===== config.mk =====
export PLATFORM = sky130hd
export DESIGN_NAME = jtag_axi_master_ctrl
export DESIGN_NICKNAME = d
export VERILOG_FILES = /design/src/rtl/jtag_pkg.sv /design/src/rtl/jtag_axi_master_ctrl.sv
export SDC_FILE = /design/constraint.sdc
export NUM_CORES = 1
export LEC_CHECK = 0
export BUFFER_PORTS_ARGS = -buffer_cell sky130_fd_sc_hd__buf_2
export CORE_MARGIN = 2
export CORE_UTILIZATION = 35
export DETAILED_ROUTE_END_ITERATION = 12
export PLACE_DENSITY = 0.77
export SYNTH_ARGS = -nofsm -noshare
export SYNTH_HDL_FRONTEND = slang
export SYNTH_SLANG_ARGS = --single-unit

===== constraint.sdc =====
create_clock -name tck -period 2.1 [get_ports tck]
set_input_delay 0.42 -clock tck [delete_from_list [all_inputs] [get_ports tck]]
set_output_delay 0.42 -clock tck [all_outputs]
set_load 0.02 [all_outputs]

===== src/rtl/jtag_pkg.sv =====
// Shared JTAG debug-transport types: AXI status encoding and the AXI master FSM states.
package jtag_pkg;

    typedef enum logic [2:0] {
        AXI_ST_IDLE    = 3'd0,
        AXI_ST_RUNNING = 3'd1,
        AXI_ST_OKAY    = 3'd2,
        AXI_ST_EXOKAY  = 3'd3,
        AXI_ST_SLVERR  = 3'd4,
        AXI_ST_DECERR  = 3'd5,
        AXI_ST_TIMEOUT = 3'd6
    } jtag_axi_status_t;

    typedef enum logic [2:0] {
        AXI_FSM_IDLE,
        AXI_FSM_WR_REQ,
        AXI_FSM_WR_RESP,
        AXI_FSM_RD_REQ,
        AXI_FSM_RD_RESP
    } jtag_axi_fsm_t;

    // AXI xRESP values map onto the completed-status codes with a fixed offset of 2.
    function automatic jtag_axi_status_t axi_resp_to_status(input logic [1:0] resp);
        return jtag_axi_status_t'({1'b0, resp} + 3'd2);
    endfunction

endpackage


===== src/rtl/jtag_axi_master_ctrl.sv =====
// Single-outstanding AXI4 master driven by JTAG DR requests, clocked by tck.
// Optional busy-timeout status enabled by defining JTAG_AXI_TIMEOUT_EN.
module jtag_axi_master_ctrl
    import jtag_pkg::*;
#(
    parameter int unsigned ADDR_WIDTH     = 32,
    parameter int unsigned DATA_WIDTH     = 32,
    parameter int unsigned TIMEOUT_CYCLES = 1024
) (
    input  logic                    tck,
    input  logic                    trst,
    input  logic                    txn_start,
    input  logic                    txn_wr,
    input  logic [ADDR_WIDTH-1:0]   txn_addr,
    input  logic [DATA_WIDTH-1:0]   txn_wdata,
    input  logic [DATA_WIDTH/8-1:0] txn_wstrb,
    input  logic [2:0]              txn_size,
    output logic                    busy,
    output logic [2:0]              txn_status,
    output logic [DATA_WIDTH-1:0]   txn_rdata,
    output logic                    awvalid,
    input  logic                    awready,
    output logic [ADDR_WIDTH-1:0]   awaddr,
    output logic [2:0]              awsize,
    output logic                    wvalid,
    input  logic                    wready,
    output logic [DATA_WIDTH-1:0]   wdata,
    output logic [DATA_WIDTH/8-1:0] wstrb,
    output logic                    wlast,
    input  logic                    bvalid,
    output logic                    bready,
    input  logic [1:0]              bresp,
    output logic                    arvalid,
    input  logic                    arready,
    output logic [ADDR_WIDTH-1:0]   araddr,
    output logic [2:0]              arsize,
    input  logic                    rvalid,
    output logic                    rready,
    input  logic [DATA_WIDTH-1:0]   rdata,
    input  logic [1:0]              rresp,
    input  logic                    rlast
);

    jtag_axi_fsm_t          state_q;
    jtag_axi_status_t       status_q;
    logic                   busy_q;
    logic                   awvalid_q, wvalid_q, arvalid_q, bready_q, rready_q;
    logic                   aw_acc_q, w_acc_q;
    logic [ADDR_WIDTH-1:0]  addr_q;
    logic [DATA_WIDTH-1:0]  wdata_q;
    logic [DATA_WIDTH/8-1:0] wstrb_q;
    logic [2:0]             size_q;
    logic [DATA_WIDTH-1:0]  rdata_q;

    logic aw_hs, w_hs, aw_done, w_done, timed_out;

    assign aw_hs   = awvalid_q & awready;
    assign w_hs    = wvalid_q & wready;
    assign aw_done = aw_acc_q | aw_hs;
    assign w_done  = w_acc_q | w_hs;

    logic unused_rlast;
    assign unused_rlast = rlast;

`ifdef JTAG_AXI_TIMEOUT_EN
    localparam int unsigned CNT_W = (TIMEOUT_CYCLES > 1) ? $clog2(TIMEOUT_CYCLES) : 1;
    localparam logic [CNT_W-1:0] CNT_MAX = CNT_W'(TIMEOUT_CYCLES - 1);

    logic [CNT_W-1:0] cnt_q;
    logic             to_hit;

    assign to_hit    = busy_q && (cnt_q == CNT_MAX);
    assign timed_out = (status_q == AXI_ST_TIMEOUT);
`else
    localparam int unsigned unused_timeout_cycles = TIMEOUT_CYCLES;
    assign timed_out = 1'b0;
`endif

    always_ff @(posedge tck) begin
        if (trst) begin
            state_q   <= AXI_FSM_IDLE;
            status_q  <= AXI_ST_IDLE;
            busy_q    <= 1'b0;
            awvalid_q <= 1'b0;
            wvalid_q  <= 1'b0;
            arvalid_q <= 1'b0;
            bready_q  <= 1'b0;
            rready_q  <= 1'b0;
            aw_acc_q  <= 1'b0;
            w_acc_q   <= 1'b0;
            addr_q    <= '0;
            wdata_q   <= '0;
            wstrb_q   <= '0;
            size_q    <= '0;
            rdata_q   <= '0;
`ifdef JTAG_AXI_TIMEOUT_EN
            cnt_q     <= '0;
`endif
        end else begin
            case (state_q)
                AXI_FSM_IDLE: begin
                    if (txn_start) begin
                        addr_q   <= txn_addr;
                        wdata_q  <= txn_wdata;
                        wstrb_q  <= txn_wstrb;
                        size_q   <= txn_size;
                        status_q <= AXI_ST_RUNNING;
                        busy_q   <= 1'b1;
                        if (txn_wr) begin
                            state_q   <= AXI_FSM_WR_REQ;
                            awvalid_q <= 1'b1;
                            wvalid_q  <= 1'b1;
                            aw_acc_q  <= 1'b0;
                            w_acc_q   <= 1'b0;
                        end else begin
                            state_q   <= AXI_FSM_RD_REQ;
                            arvalid_q <= 1'b1;
                        end
                    end
                end
                // AW and W complete independently; leave once both have been taken.
                AXI_FSM_WR_REQ: begin
                    if (aw_hs) begin
                        awvalid_q <= 1'b0;
                        aw_acc_q  <= 1'b1;
                    end
                    if (w_hs) begin
                        wvalid_q <= 1'b0;
                        w_acc_q  <= 1'b1;
                    end
                    if (aw_done && w_done) begin
                        state_q  <= AXI_FSM_WR_RESP;
                        bready_q <= 1'b1;
                    end
                end
                AXI_FSM_WR_RESP: begin
                    if (bvalid) begin
                        bready_q <= 1'b0;
                        busy_q   <= 1'b0;
                        state_q  <= AXI_FSM_IDLE;
                        if (!timed_out) status_q <= axi_resp_to_status(bresp);
                    end
                end
                AXI_FSM_RD_REQ: begin
                    if (arready) begin
                        arvalid_q <= 1'b0;
                        rready_q  <= 1'b1;
                        state_q   <= AXI_FSM_RD_RESP;
                    end
                end
                AXI_FSM_RD_RESP: begin
                    if (rvalid) begin
                        rready_q <= 1'b0;
                        busy_q   <= 1'b0;
                        rdata_q  <= rdata;
                        state_q  <= AXI_FSM_IDLE;
                        if (!timed_out) status_q <= axi_resp_to_status(rresp);
                    end
                end
                default: state_q <= AXI_FSM_IDLE;
            endcase
`ifdef JTAG_AXI_TIMEOUT_EN
            // Saturating busy counter; TIMEOUT overrides any completion in the same cycle.
            if (state_q == AXI_FSM_IDLE) begin
                if (txn_start) cnt_q <= '0;
            end else if (cnt_q != CNT_MAX) begin
                cnt_q <= cnt_q + 1'b1;
            end
            if (to_hit) status_q <= AXI_ST_TIMEOUT;
`endif
        end
    end

    assign busy       = busy_q;
    assign txn_status = status_q;
    assign txn_rdata  = rdata_q;
    assign awvalid    = awvalid_q;
    assign awaddr     = addr_q;
    assign awsize     = size_q;
    assign wvalid     = wvalid_q;
    assign wdata      = wdata_q;
    assign wstrb      = wstrb_q;
    assign wlast      = 1'b1;
    assign bready     = bready_q;
    assign arvalid    = arvalid_q;
    assign araddr     = addr_q;
    assign arsize     = size_q;
    assign rready     = rready_q;

endmodule


Word-level counts from Yosys, hierarchy flattened --
Cells that the tools add are included.
Word-level totals: word-level logic and storage cells 85, input port bits 117, bits in registers 117
Cells by class: $add $sub $neg 2, reductions and logical operators 16, bitwise operators 4, equality and inequality tests 13, muxes and demuxes 35
Operator list (number):
- 3-bit 2-to-1 mux | 8
- 2-bit != test (second input constant) | 9
- 1-bit 2-to-1 mux | 16
- 4-bit AND reduction | 4
- 3-bit case mux with 5 select lines | 1
- 1-bit case mux with 2 select lines | 7
- 3-bit case mux with 3 select lines | 1
- 2-bit nonzero test | 4
- 2-bit by 2-bit adder with 3-bit output (second input constant) | 2
- 3-bit by 2-bit == test with 1-bit output (second input constant) | 2
- 3-bit AND reduction | 2
- 5-bit AND reduction | 1
- 2-bit AND reduction | 2
- 3-bit by 1-bit == test with 1-bit output (second input constant) | 1
- 3-bit == test (second input constant) | 1
- 3-bit logical NOT | 1
- 1-bit case mux with 3 select lines | 1
- 3-bit nonzero test | 1
- 1-bit bitwise AND | 2
- 2-bit 2-to-1 mux | 1
- 1-bit OR | 2
- 1-bit logical AND | 1

Logic depth before layout (Yosys ltp) --
Gate-level depths: netlist (run 1).
depth after elaboration 5, mapped depth 7, gate-level depth less buffers 4

Worst setup path after synthesis (run 1) --
Ideal clock, no wire load.
path kind reg-to-reg, start point register state_q[1], end point register wdata_q[10], in the netlist wdata[10], clock period less this slack 1.465 ns, data arrival time 1.333 ns, setup slack 0.635 ns, cell stages (with the launch flop) 7, path through dfxtp_1 buf_6 or4b_1 buf_6 buf_6 nand2_1 a21oi_1
On the way: word-level cells in the longest chain between the ends 2
Ends and longest elaborated chain:
- from (decl) | line jtag_axi_master_ctrl.sv:44 | jtag_axi_fsm_t state_q;
- from (signal assigned) | line jtag_axi_master_ctrl.sv:81 | state_q <= AXI_FSM_IDLE;
- from (signal assigned) | line jtag_axi_master_ctrl.sv:110 | state_q <= AXI_FSM_WR_REQ;
- from (signal assigned) | line jtag_axi_master_ctrl.sv:116 | state_q <= AXI_FSM_RD_REQ;
- 3-bit logical NOT | line jtag_axi_master_ctrl.sv:100 | case (state_q)
- 2-bit AND reduction (no source line)
- to (signal assigned) | line jtag_axi_master_ctrl.sv:104 | wdata_q <= txn_wdata;
- to (decl) | line jtag_axi_master_ctrl.sv:50 | logic [DATA_WIDTH-1:0] wdata_q;
Every way passes these cells. A chain may end at the register's enable or synchronous reset.

Final worst setup path (run 1) --
start point register state_q[2], end point register arvalid_q, in the netlist arvalid
On the way: word-level cells in the longest chain between the ends 3, elaborated cells on any way between the ends 8, those cells by class eq/ne: 4; mux: 1; reduce/logical: 3
Ends and longest elaborated chain:
- 3-bit by 2-bit == test with 1-bit output or 3-bit logical NOT (tied branches) | line jtag_axi_master_ctrl.sv:100
- 2-bit != test (no source line) or 2-bit nonzero test (tied branches)
- 4-bit AND reduction (no source line)
- to (signal assigned) | line jtag_axi_master_ctrl.sv:86 | arvalid_q <= 1'b0;
- to (signal assigned) | line jtag_axi_master_ctrl.sv:117 | arvalid_q <= 1'b1;
- to (signal assigned) | line jtag_axi_master_ctrl.sv:146 | arvalid_q <= 1'b0;
- to (decl) | line jtag_axi_master_ctrl.sv:47 | logic awvalid_q, wvalid_q, arvalid_q, bready_q, rready_q;
Several ways; a longest one is shown, not always the timed one.

==> impl_results.md, run 1 <==
- CTS Root Cell: clkbuf_16
- Num CTS Buffers: 17
- Fin worst setup slack: 359 ps
- Via Count: 4359
- Max Root-Sink Buffers: 2
- Global-route wire length before repair: 19.5 mm
- Hold Vio Cnt, Final: 0
- GP Congestion: 0.770
- Crit path kind: reg -> reg
- Routed Antenna Nets: 0
- Avg Inst Size Synth: 8.13 um^2
- Async set or reset register ratio after synthesis: 0
- Nets@finish: 902
- Hold Crit Start: txn_addr[31]
- Setup TNS: 0 ps
- Drt pass-1 iters: 4
- Synth top cells by count: 210 x nand2_1, 117 x dfxtp_1, 112 x a21oi_1, 36 x buf_4, 20 x buf_6
- Num ports: 265
- Maximum vdd ir drop: 0.000514 V
- Top cell type's share of synthesized area: 0.507
- Cells along the critical path: or4b_2, buf_4, nor2_1, nor2_1, nor3_2
- Post-Syn Instances: 569
- Flop pwr share: 0.404
- Crit-path max FO: 25
- Die area: 14100 um^2
- Inserted Diodes: 0
- RSZ-0062 raised after global routing: false
- Synth cell types: 34
- Max_cap viols: 0
- CP endpoint kind: flip-flop
- Clk slew on worst S/H paths: 50 ps
- Pwr/cell area: 963 nW/um^2
- Area added between synthesis and finish: 35.0%
- Quantity of hold-fixing buffers added after cts: 0
- Fmax: 574 MHz
- Initial antenna violation count: 1
- CP max stage delay: 740 ps
- Core Footprint: 12800 um^2
- Cell Rows: 41
- 1st-iter DRT viols: 193
- Arrival @ worst endpoint: 2070 ps
- Vias in the first global route: 4083
- EDFF count, synth: 0
- Synthesized Nets: 686
- Top_reg_cell synth: dfxtp_1
- Htree depth: 4
- Detailed placement HPWL: 8.76 mm
- P_int: 4.44 mW
- Post-synthesis sequential area ratio: 0.507
- Clk sinks: 117
- # fillers: 1239
- Worst setup SP type: flip-flop
- Reg-to-Reg Start: state_q[2]$_SDFFE_PP0P_
- Crit share post-route: 0.829
- Die height: 119 um
- Post-synth top area cell: dfxtp_1
- Yosys reg bits: 117
- Chip width: 119 um
- Yosys warns: 0
- Global route overflow: 0
- Top cells by area in the synthesized netlist: dfxtp_1 51%, nand2_1 17%, a21oi_1 12%
- Area used by multi-input combinational logic: 1700 um^2
- # setup viols final: 0
- Crit path top cell by count: nor2_1
- Setup slack, reg-to-reg: 360 ps
- Worst path required time: 2430 ps
- Setup bufs post-CTS: 0
- Fin crit period: 1740 ps
- Status: finished, final reports clean
- Cell with the most instances after synthesis: nand2_1
- Worst setup startpoint: state_q[2]$_SDFFE_PP0P_
- Clock Power Share: 0.447
- Combinational power share: 0.149
- Final wirelength: 12.3 mm
- Worst-Skew Late Latency: 400 ps
- Drt wl/cell: 12.7 um
- Register area: 2340 um^2
- Switching share of total power: 0.261
- Pleak: 2.98 nW
- Final Skew: 7.29 ps
- Synthesized area: 4620 um^2
- CP max stage cell: or4b_2
- Via/cell ratio: 4.50
- Share of post-route cells with drive strength above 1: 0.382
- CTS tree: done
- Port Buffer Count: 262
- CTS resizes: 0
- Hold Path Class: in -> reg
- Psw: 1.57 mW
- Largest net degree at the start of global routing: 57
- Post-Layout Cell Count: 968
- Total Power: 6.01 mW
- GRT Overall Usage: 0.173
- Initial core utilization: 0.362
- Placement Setup Slack: 298 ps
- Crit path buf inv count: 1
- Drc violations: 0
- Crit path max-delay family: simple AND/OR/NAND/NOR gates
- Cells after DPL: 938
- Fin. max-slew vios: 0
==> sequential cells by signal, indices dropped and copies added (netlist names), 3 cells and up <==
register    flops
araddr         32
txn_rdata      32
wdata          32
wstrb           4
arsize          3
state_q         3
txn_status      3
==> per-stage QoR <==
step / hold slack (ps) / utilization / area [um^2]
floorplan: 438 / - / 4620
global placement: 439 / 0.445 / 5690
detailed placement: 443 / 0.445 / 5690
CTS: 229 / 0.488 / 6240
global route: 232 / 0.488 / 6240
finish: 250 / 0.488 / 6240
==> power by group through the flow <==
| stage | combinational [mW] | clock, mW | sequential (mW) |
|---|---|---|---|
| after detailed placement | 0.902 | 0 | 2.47 |
| after global placement | 0.897 | 0 | 2.46 |
| final | 0.897 | 2.69 | 2.42 |
| after global routing | 0.988 | 2.87 | 2.44 |
| after floorplan | 0.514 | 0 | 2.61 |
| after CTS | 0.905 | 2.75 | 2.42 |
==> cell families after synthesis <==
group	after synthesis	synth area share
other	1	0.000811
AND/OR/NAND/NOR	238	0.213
multiplexers	1	0.00217
flip-flops	117	0.507
AO/OA/AOI/OAI	132	0.150
buffers and inverters	80	0.128
==> worst reg2reg max path: cells and delay by family, from the launching register on <==
kind,cells,cell delay (ps)
buffers and inverters,1,260
DFF,1,410
and+or+nand+nor,4,990
==> cells in the final DEF, fill, tap and decap left out, drive strengths merged, types with 2 or more instances in the layout <==
master  count
a21oi     113
dfxtp     117
o22a        2
inv         5
nor3        3
or3         3
nor2        8
buf       272
nand3b      2
clkbuf     26
nand3       2
nand2     210
nor3b       2
o21ai      10
clkinv      3
nand2b      5
==> path summary, 6_finish.rpt <==
kind                                                end  cells after the start
worst max-delay path               arvalid$_SDFFE_PP0P_                      5
worst min-delay path            araddr[31]$_SDFFE_PP0P_                      3
worst max register to register     arvalid$_SDFFE_PP0P_                      5
worst min register to register    wdata[8]$_SDFFE_PP0P_                      2
==> layer usage <==
metal | track usage | wire length (um) | vias up
met1 | 0.192 | 5220 | 1938
met2 | 0.300 | 6090 | 162
li1 | - | - | 2241
met5 | 0 | 13 | -
met4 | 0.0647 | 206 | 2
met3 | 0.0627 | 769 | 16
==> area by class of cell <==
| class | instances | area share |
|---|---|---|
| sequential | 117 | 0.375 |
| multi-input combinational | 372 | 0.272 |
| timing repair buffer | 272 | 0.227 |
| clock buffer | 26 | 0.0816 |
| tap | 172 | 0.0345 |
| clock inverter | 4 | 0.00722 |
| inverter | 5 | 0.00301 |
(Power assumes the default switching activity.)
==> inputs of run 2 (changes only) <==
--- a/config.mk
+++ b/config.mk
@@ -5,11 +5,12 @@
 export SDC_FILE = /design/constraint.sdc
 export NUM_CORES = 1
 export LEC_CHECK = 0
+export ABC_AREA = 1
 export BUFFER_PORTS_ARGS = -buffer_cell sky130_fd_sc_hd__buf_2
 export CORE_MARGIN = 2
 export CORE_UTILIZATION = 35
 export DETAILED_ROUTE_END_ITERATION = 12
-export PLACE_DENSITY = 0.77
+export PLACE_DENSITY = 0.76
 export SYNTH_ARGS = -nofsm -noshare
 export SYNTH_HDL_FRONTEND = slang
 export SYNTH_SLANG_ARGS = --single-unit
==> constraint.sdc (replaced) <==
create_clock -name tck -period 1.7 [get_ports tck]
set_input_delay 0.34 -clock tck [delete_from_list [all_inputs] [get_ports tck]]
set_output_delay 0.34 -clock tck [all_outputs]
set_load 0.02 [all_outputs]
==> run 2 against run 1 <==
Clock skew down 1.4 ps. Setup slack lost 150 ps. Die area is 4.1% higher. First-iteration DRC count down 12%. Routed wire length increased by 0.41%. Via count rose by 3.0%. Final area up 6.3%. Clock power up 41%. Power rose by 93%. Largest power group is now combinational cells.
==> impl_results.md, run 2 <==
- Clk sinks: 117
- Hold Path Class: in -> reg
- Die height: 121 um
- Crit share post-route: 0.879
- Pleak: 3.42 nW
- Worst-Skew Late Latency: 410 ps
- # fillers: 1299
- Worst setup SP type: flip-flop
- Initial core utilization: 0.361
- RSZ-0062 raised after global routing: false
- Drc violations: 0
- Final Skew: 5.91 ps
- Worst path required time: 2040 ps
- Maximum vdd ir drop: 0.000695 V
- Synth top cells by count: 117 x dfxtp_1, 95 x o21ai_0, 85 x inv_1, 74 x a21oi_1, 72 x nor2_1
- Hold_ws: 150 ps
- Clk slew on worst S/H paths: 60 ps
- Initial antenna violation count: 1
- Setup TNS: 0 ps
- Post-Syn Instances: 600
- 1st-iter DRT viols: 170
- Fin. max-slew vios: 0
- Avg Inst Size Synth: 8.03 um^2
- Top cell type's share of synthesized area: 0.486
- Post-Layout Cell Count: 1016
- CP endpoint kind: flip-flop
- EDFF count, synth: 0
- Routed Antenna Nets: 0
- Synthesized area: 4820 um^2
- Drt pass-1 iters: 7
- Register area: 2340 um^2
- Cells after DPL: 983
- Synth cell types: 27
- Global route overflow: 0
- Synthesized Nets: 717
- Metal-1 WL: 4.85 mm
- Die area: 14700 um^2
- Nets@finish: 943
- Most frequent cells in the layout: 262 x buf_2, 117 x dfxtp_1, 95 x o21ai_0
- Quantity of hold-fixing buffers added after cts: 0
- Top sig layer: met4
- Share of post-route cells with drive strength above 1: 0.402
- Max Root-Sink Buffers: 2
- Setup bufs post-CTS: 0
- Cell Rows: 42
- Async set or reset register ratio after synthesis: 0
- GRT Overall Usage: 0.165
- Area added between synthesis and finish: 37.7%
- Yosys warns: 0
- Fin crit period: 1490 ps
- Met2 WL: 6.09 mm
- Drt wl/cell: 12.2 um
- Post-synthesis sequential area ratio: 0.486
- CTS resizes: 0
- Fmax: 669 MHz
- Port Buffer Count: 262
- Arrival @ worst endpoint: 1840 ps
- Top cells by area in the synthesized netlist: dfxtp_1 49%, o21ai_0 9.9%, a21oi_1 7.7%
- Crit-path max FO: 26
- Area used by multi-input combinational logic: 1620 um^2
- Yosys reg bits: 117
- Largest net degree at the start of global routing: 52
- Num CTS Buffers: 17
- Status: finished, final reports clean
- Vias in the first global route: 4047
- Num ports: 265
- Post-synth top area cell: dfxtp_1
- Htree depth: 4
- Via Count: 4490
- Cell with the most instances after synthesis: dfxtp_1
- CTS tree: done
- Crit path kind: reg -> reg
- Top_reg_cell synth: dfxtp_1
- Commonest non-fill, non-tap cell in the layout: buf_2
- Detailed placement HPWL: 9.06 mm
- Core Footprint: 13300 um^2
- Hold Vio Cnt, Final: 0
- GP Congestion: 0.805
- # setup viols final: 0
- Chip width: 121 um
- DR WL met3: 1.10 mm
- CTS Root Cell: clkbuf_16
- Final wirelength: 12.4 mm
- Total Power: 11.6 mW
- Global-route wire length before repair: 19.0 mm
- Via/cell ratio: 4.42
- Pwr/cell area: 1740 nW/um^2
- Max_cap viols: 0
run 2: per-layer routing:
layer / global-route usage / vias to the layer above
met2: 0.284 / 191
li1: - / 2331
met3: 0.0695 / 19
met4: 0.0805 / 0
met5: 0 / -
met1: 0.173 / 1949
run 2: power breakdown:
| part | internal (mW) | switching (mW) | leakage (nW) |
|---|---|---|---|
| clock network | 2.46 | 1.32 | 0.300 |
| logic | 1.41 | 2.64 | 2.16 |
| registers | 3.38 | 0.356 | 0.960 |
run 2: worst paths after layout:
path	depth (start not counted)	end	from	slack [ps]
worst max-delay path	7	txn_rdata[16]$_SDFFE_PP0P_	state_q[1]$_SDFFE_PP0P_	210
worst min-delay path	3	txn_rdata[3]$_SDFFE_PP0P_	rdata[3]	150
worst max register to register	7	txn_rdata[16]$_SDFFE_PP0P_	state_q[1]$_SDFFE_PP0P_	210
worst min register to register	2	wdata[22]$_SDFFE_PP0P_	wdata[22]$_SDFFE_PP0P_	440
run 2: logic make-up (layout without fill, tap and decap cells):
kind of cell,count (synthesis),after routing,synth area share
AOI/OAI and AO/OA,190,190,0.205
buffers and inverters,158,397,0.177
DFF,117,117,0.486
other,1,2,0.000778
and+or+nand+nor,134,134,0.131
run 2: critical path, cell delays in order, from the launching register on:
cell and delay, ps:
dfxtp_1 360, nor2_8 140, buf_4 170, nand2_4 80, nor2_8 160, buf_4 280
o21ai_0 110, nor2_1 110
run 2: final cells by class:
cell class | instances | area share
flip-flops and latches | 117 | 0.353
multi-input cells | 325 | 0.245
repair buffers | 276 | 0.223
clock buffers | 17 | 0.0641
inverters | 89 | 0.0507
well taps | 176 | 0.0332
clock inverters | 15 | 0.0309
diodes | 1 | 0.000377
run 2: stage by stage:
step                      setup slack [ps]   util  area [um^2]
final                                  205  0.497         6640
after global routing                  51.8  0.497         6630
after CTS                              178  0.497         6630
after detailed placement               197  0.450         6000
after global placement                 252  0.450         6000
after floorplan                        451      -         4820
==> inputs of run 3 (changes only) <==
--- a/config.mk
+++ b/config.mk
@@ -7,10 +7,11 @@
 export LEC_CHECK = 0
 export ABC_AREA = 1
 export BUFFER_PORTS_ARGS = -buffer_cell sky130_fd_sc_hd__buf_2
+export CAP_MARGIN = 20
 export CORE_MARGIN = 2
-export CORE_UTILIZATION = 35
+export CORE_UTILIZATION = 43
 export DETAILED_ROUTE_END_ITERATION = 12
-export PLACE_DENSITY = 0.76
+export PLACE_DENSITY = 0.89
 export SYNTH_ARGS = -nofsm -noshare
 export SYNTH_HDL_FRONTEND = slang
 export SYNTH_SLANG_ARGS = --single-unit
==> constraint.sdc (replaced) <==
create_clock -name tck -period 1.7 [get_ports tck]
set_input_delay 0.34 -clock tck [delete_from_list [all_inputs] [get_ports tck]]
set_output_delay 0.34 -clock tck [all_outputs]
set_load 0.005 [all_outputs]
==> run 3 against run 2 <==
Largest cell class unchanged. Count of clock-buffer cells in the layout up 2. Clock power down 4%. Via count down 0.51%. Clock skew up 4.7 ps. Setup slack better by 77 ps. Non-clock buffer count down 7. Sequential share of layout area up 0.76 points. Routed wire length down 4.4%.
==> impl_results.md, run 3 (synthesized netlist as in run 2, its figures left out) <==
- Status: finished, final reports clean
- Most frequent cells in the layout: 262 x buf_2, 117 x dfxtp_1, 95 x o21ai_0
- Hold_ws: 48.5 ps
- Drt wl/cell: 12.1 um
- Crit path max-delay family: flip-flops
- Num ports: 265
- Drt pass-1 iters: 5
- CP max stage cell: dfxtp_1
- Area added between synthesis and finish: 34.8%
- Global-route wire length before repair: 17.9 mm
- Fin crit period: 1420 ps
- Pwr/cell area: 1590 nW/um^2
- Largest net degree at the start of global routing: 76
- Inserted Diodes: 0
- Quantity of hold-fixing buffers added after cts: 0
- Final Skew: 10.6 ps
- Via Count: 4467
- Final wirelength: 11.8 mm
- Total Power: 10.3 mW
- Setup TNS: 0 ps
- # fillers: 944
- Clk sinks: 117
- Cell Rows: 38
- Initial core utilization: 0.442
- Fmax: 705 MHz
- Worst-Skew Late Latency: 510 ps
- Die area: 12100 um^2
- Psw: 3.37 mW
- Maximum vdd ir drop: 0.000764 V
- Port Buffer Count: 262
- Post-Route Utilization: 0.597
- Clk slew on worst S/H paths: 60 ps
- Max Root-Sink Buffers: 2
- Htree depth: 4
- Die height: 110 um
- Commonest non-fill, non-tap cell in the layout: buf_2
- CP max stage delay: 400 ps
- Fin. max-slew vios: 0
- Share of post-route cells with drive strength above 1: 0.395
- Area used by multi-input combinational logic: 1620 um^2
- Detailed placement HPWL: 8.38 mm
- Clock Power Share: 0.350
- Initial antenna violation count: 0
- CP endpoint kind: flip-flop
- Nets@finish: 936
- Cells along the critical path: nor2_8, nand3_4, buf_12, o21ai_0, a21oi_1
- CTS resizes: 0
- Crit path kind: reg -> reg
- Worst path required time: 2080 ps
- Core Footprint: 10900 um^2
- Routed Antenna Nets: 0
- Global route overflow: 0
- Hold Vio Cnt, Final: 0
- Via/cell ratio: 4.60
- Chip width: 110 um
- Vias in the first global route: 4024
- 1st-iter DRT viols: 269
- Pleak: 3.37 nW
- # setup viols final: 0
- Max_cap viols: 0
- Worst setup SP type: flip-flop
- Hold Path Class: in -> reg
- Cells after DPL: 940
- Switching share of total power: 0.327
- Register area: 2340 um^2
- P_int: 6.95 mW
- Num CTS Buffers: 17
- CTS Root Cell: clkbuf_8
- RSZ-0062 raised after global routing: false
- Crit share post-route: 0.834
- GP Congestion: 0.811
- Drc violations: 0
- Crit path buf inv count: 1
- GRT Overall Usage: 0.191
- Crit-path max FO: 75
- Setup bufs post-CTS: 0
- CTS tree: done
- Combinational power share: 0.287
- Flop pwr share: 0.363
- Arrival @ worst endpoint: 1800 ps
- Post-Layout Cell Count: 972
## run 3: changes by cell type in the layout (fill, tap and decap cells not counted)
cell        before  now
buf_12           5    4
buf_4            9    3
bufinv_16        4    3
clkbuf_1         0    1
clkbuf_16       17   16
clkbuf_8         0    2
clkinv_2         2    1
clkinv_4         4    3
clkinvlp_4       3    2
diode_2          1    0
inv_6            2    4
## run 3: area by class of cell
cell class                      instances  area share
Clock buffer                           19      0.0665
Clock inverter                         13      0.0264
Inverter                               89      0.0518
Multi-Input combinational cell        325       0.250
Sequential cell                       117       0.361
Tap cell                              140      0.0270
Timing Repair Buffer                  269       0.218
## run 3: final timing paths
path | depth (start not counted) | slack, ps | to | start
worst max-delay path | 5 | 280 | araddr[10]$_SDFFE_PP0P_ | state_q[1]$_SDFFE_PP0P_
worst min-delay path | 3 | 50 | txn_rdata[16]$_SDFFE_PP0P_ | rdata[16]
worst max register to register | 5 | 280 | araddr[10]$_SDFFE_PP0P_ | state_q[1]$_SDFFE_PP0P_
worst min register to register | 2 | 440 | wdata[2]$_SDFFE_PP0P_ | wdata[2]$_SDFFE_PP0P_
## run 3: through the flow
stage | worst slack [ps] | instance area (um^2)
6_report | 282 | 6490
5_1_grt | 166 | 6490
4_1_cts | 280 | 6490
3_5_place_dp | 289 | 5890
3_3_place_gp | 325 | 5890
2_1_floorplan | 451 | 4820
## run 3: worst min-delay path, stage by stage
cell and delay (ps):
buf_2 70, nor2_1 30, nor2_1 80
## run 3: power by group through the flow
stage | Clock (mW) | Sequential [mW] | Combinational, mW
detailed placement | 0 | 3.81 | 2.97
CTS | 3.71 | 3.76 | 2.99
global placement | 0 | 3.78 | 2.90
floorplan | 0 | 3.88 | 2.05
finish | 3.61 | 3.75 | 2.96
global route | 3.84 | 3.85 | 3.38
## run 3: per-layer routing
metal | global-route usage | wire length, um | up-vias
met5 | 0 | 0 | -
met4 | 0.0913 | 216 | 0
met3 | 0.0646 | 914 | 21
met2 | 0.338 | 6020 | 190
met1 | 0.203 | 4660 | 1943
li1 | - | - | 2313
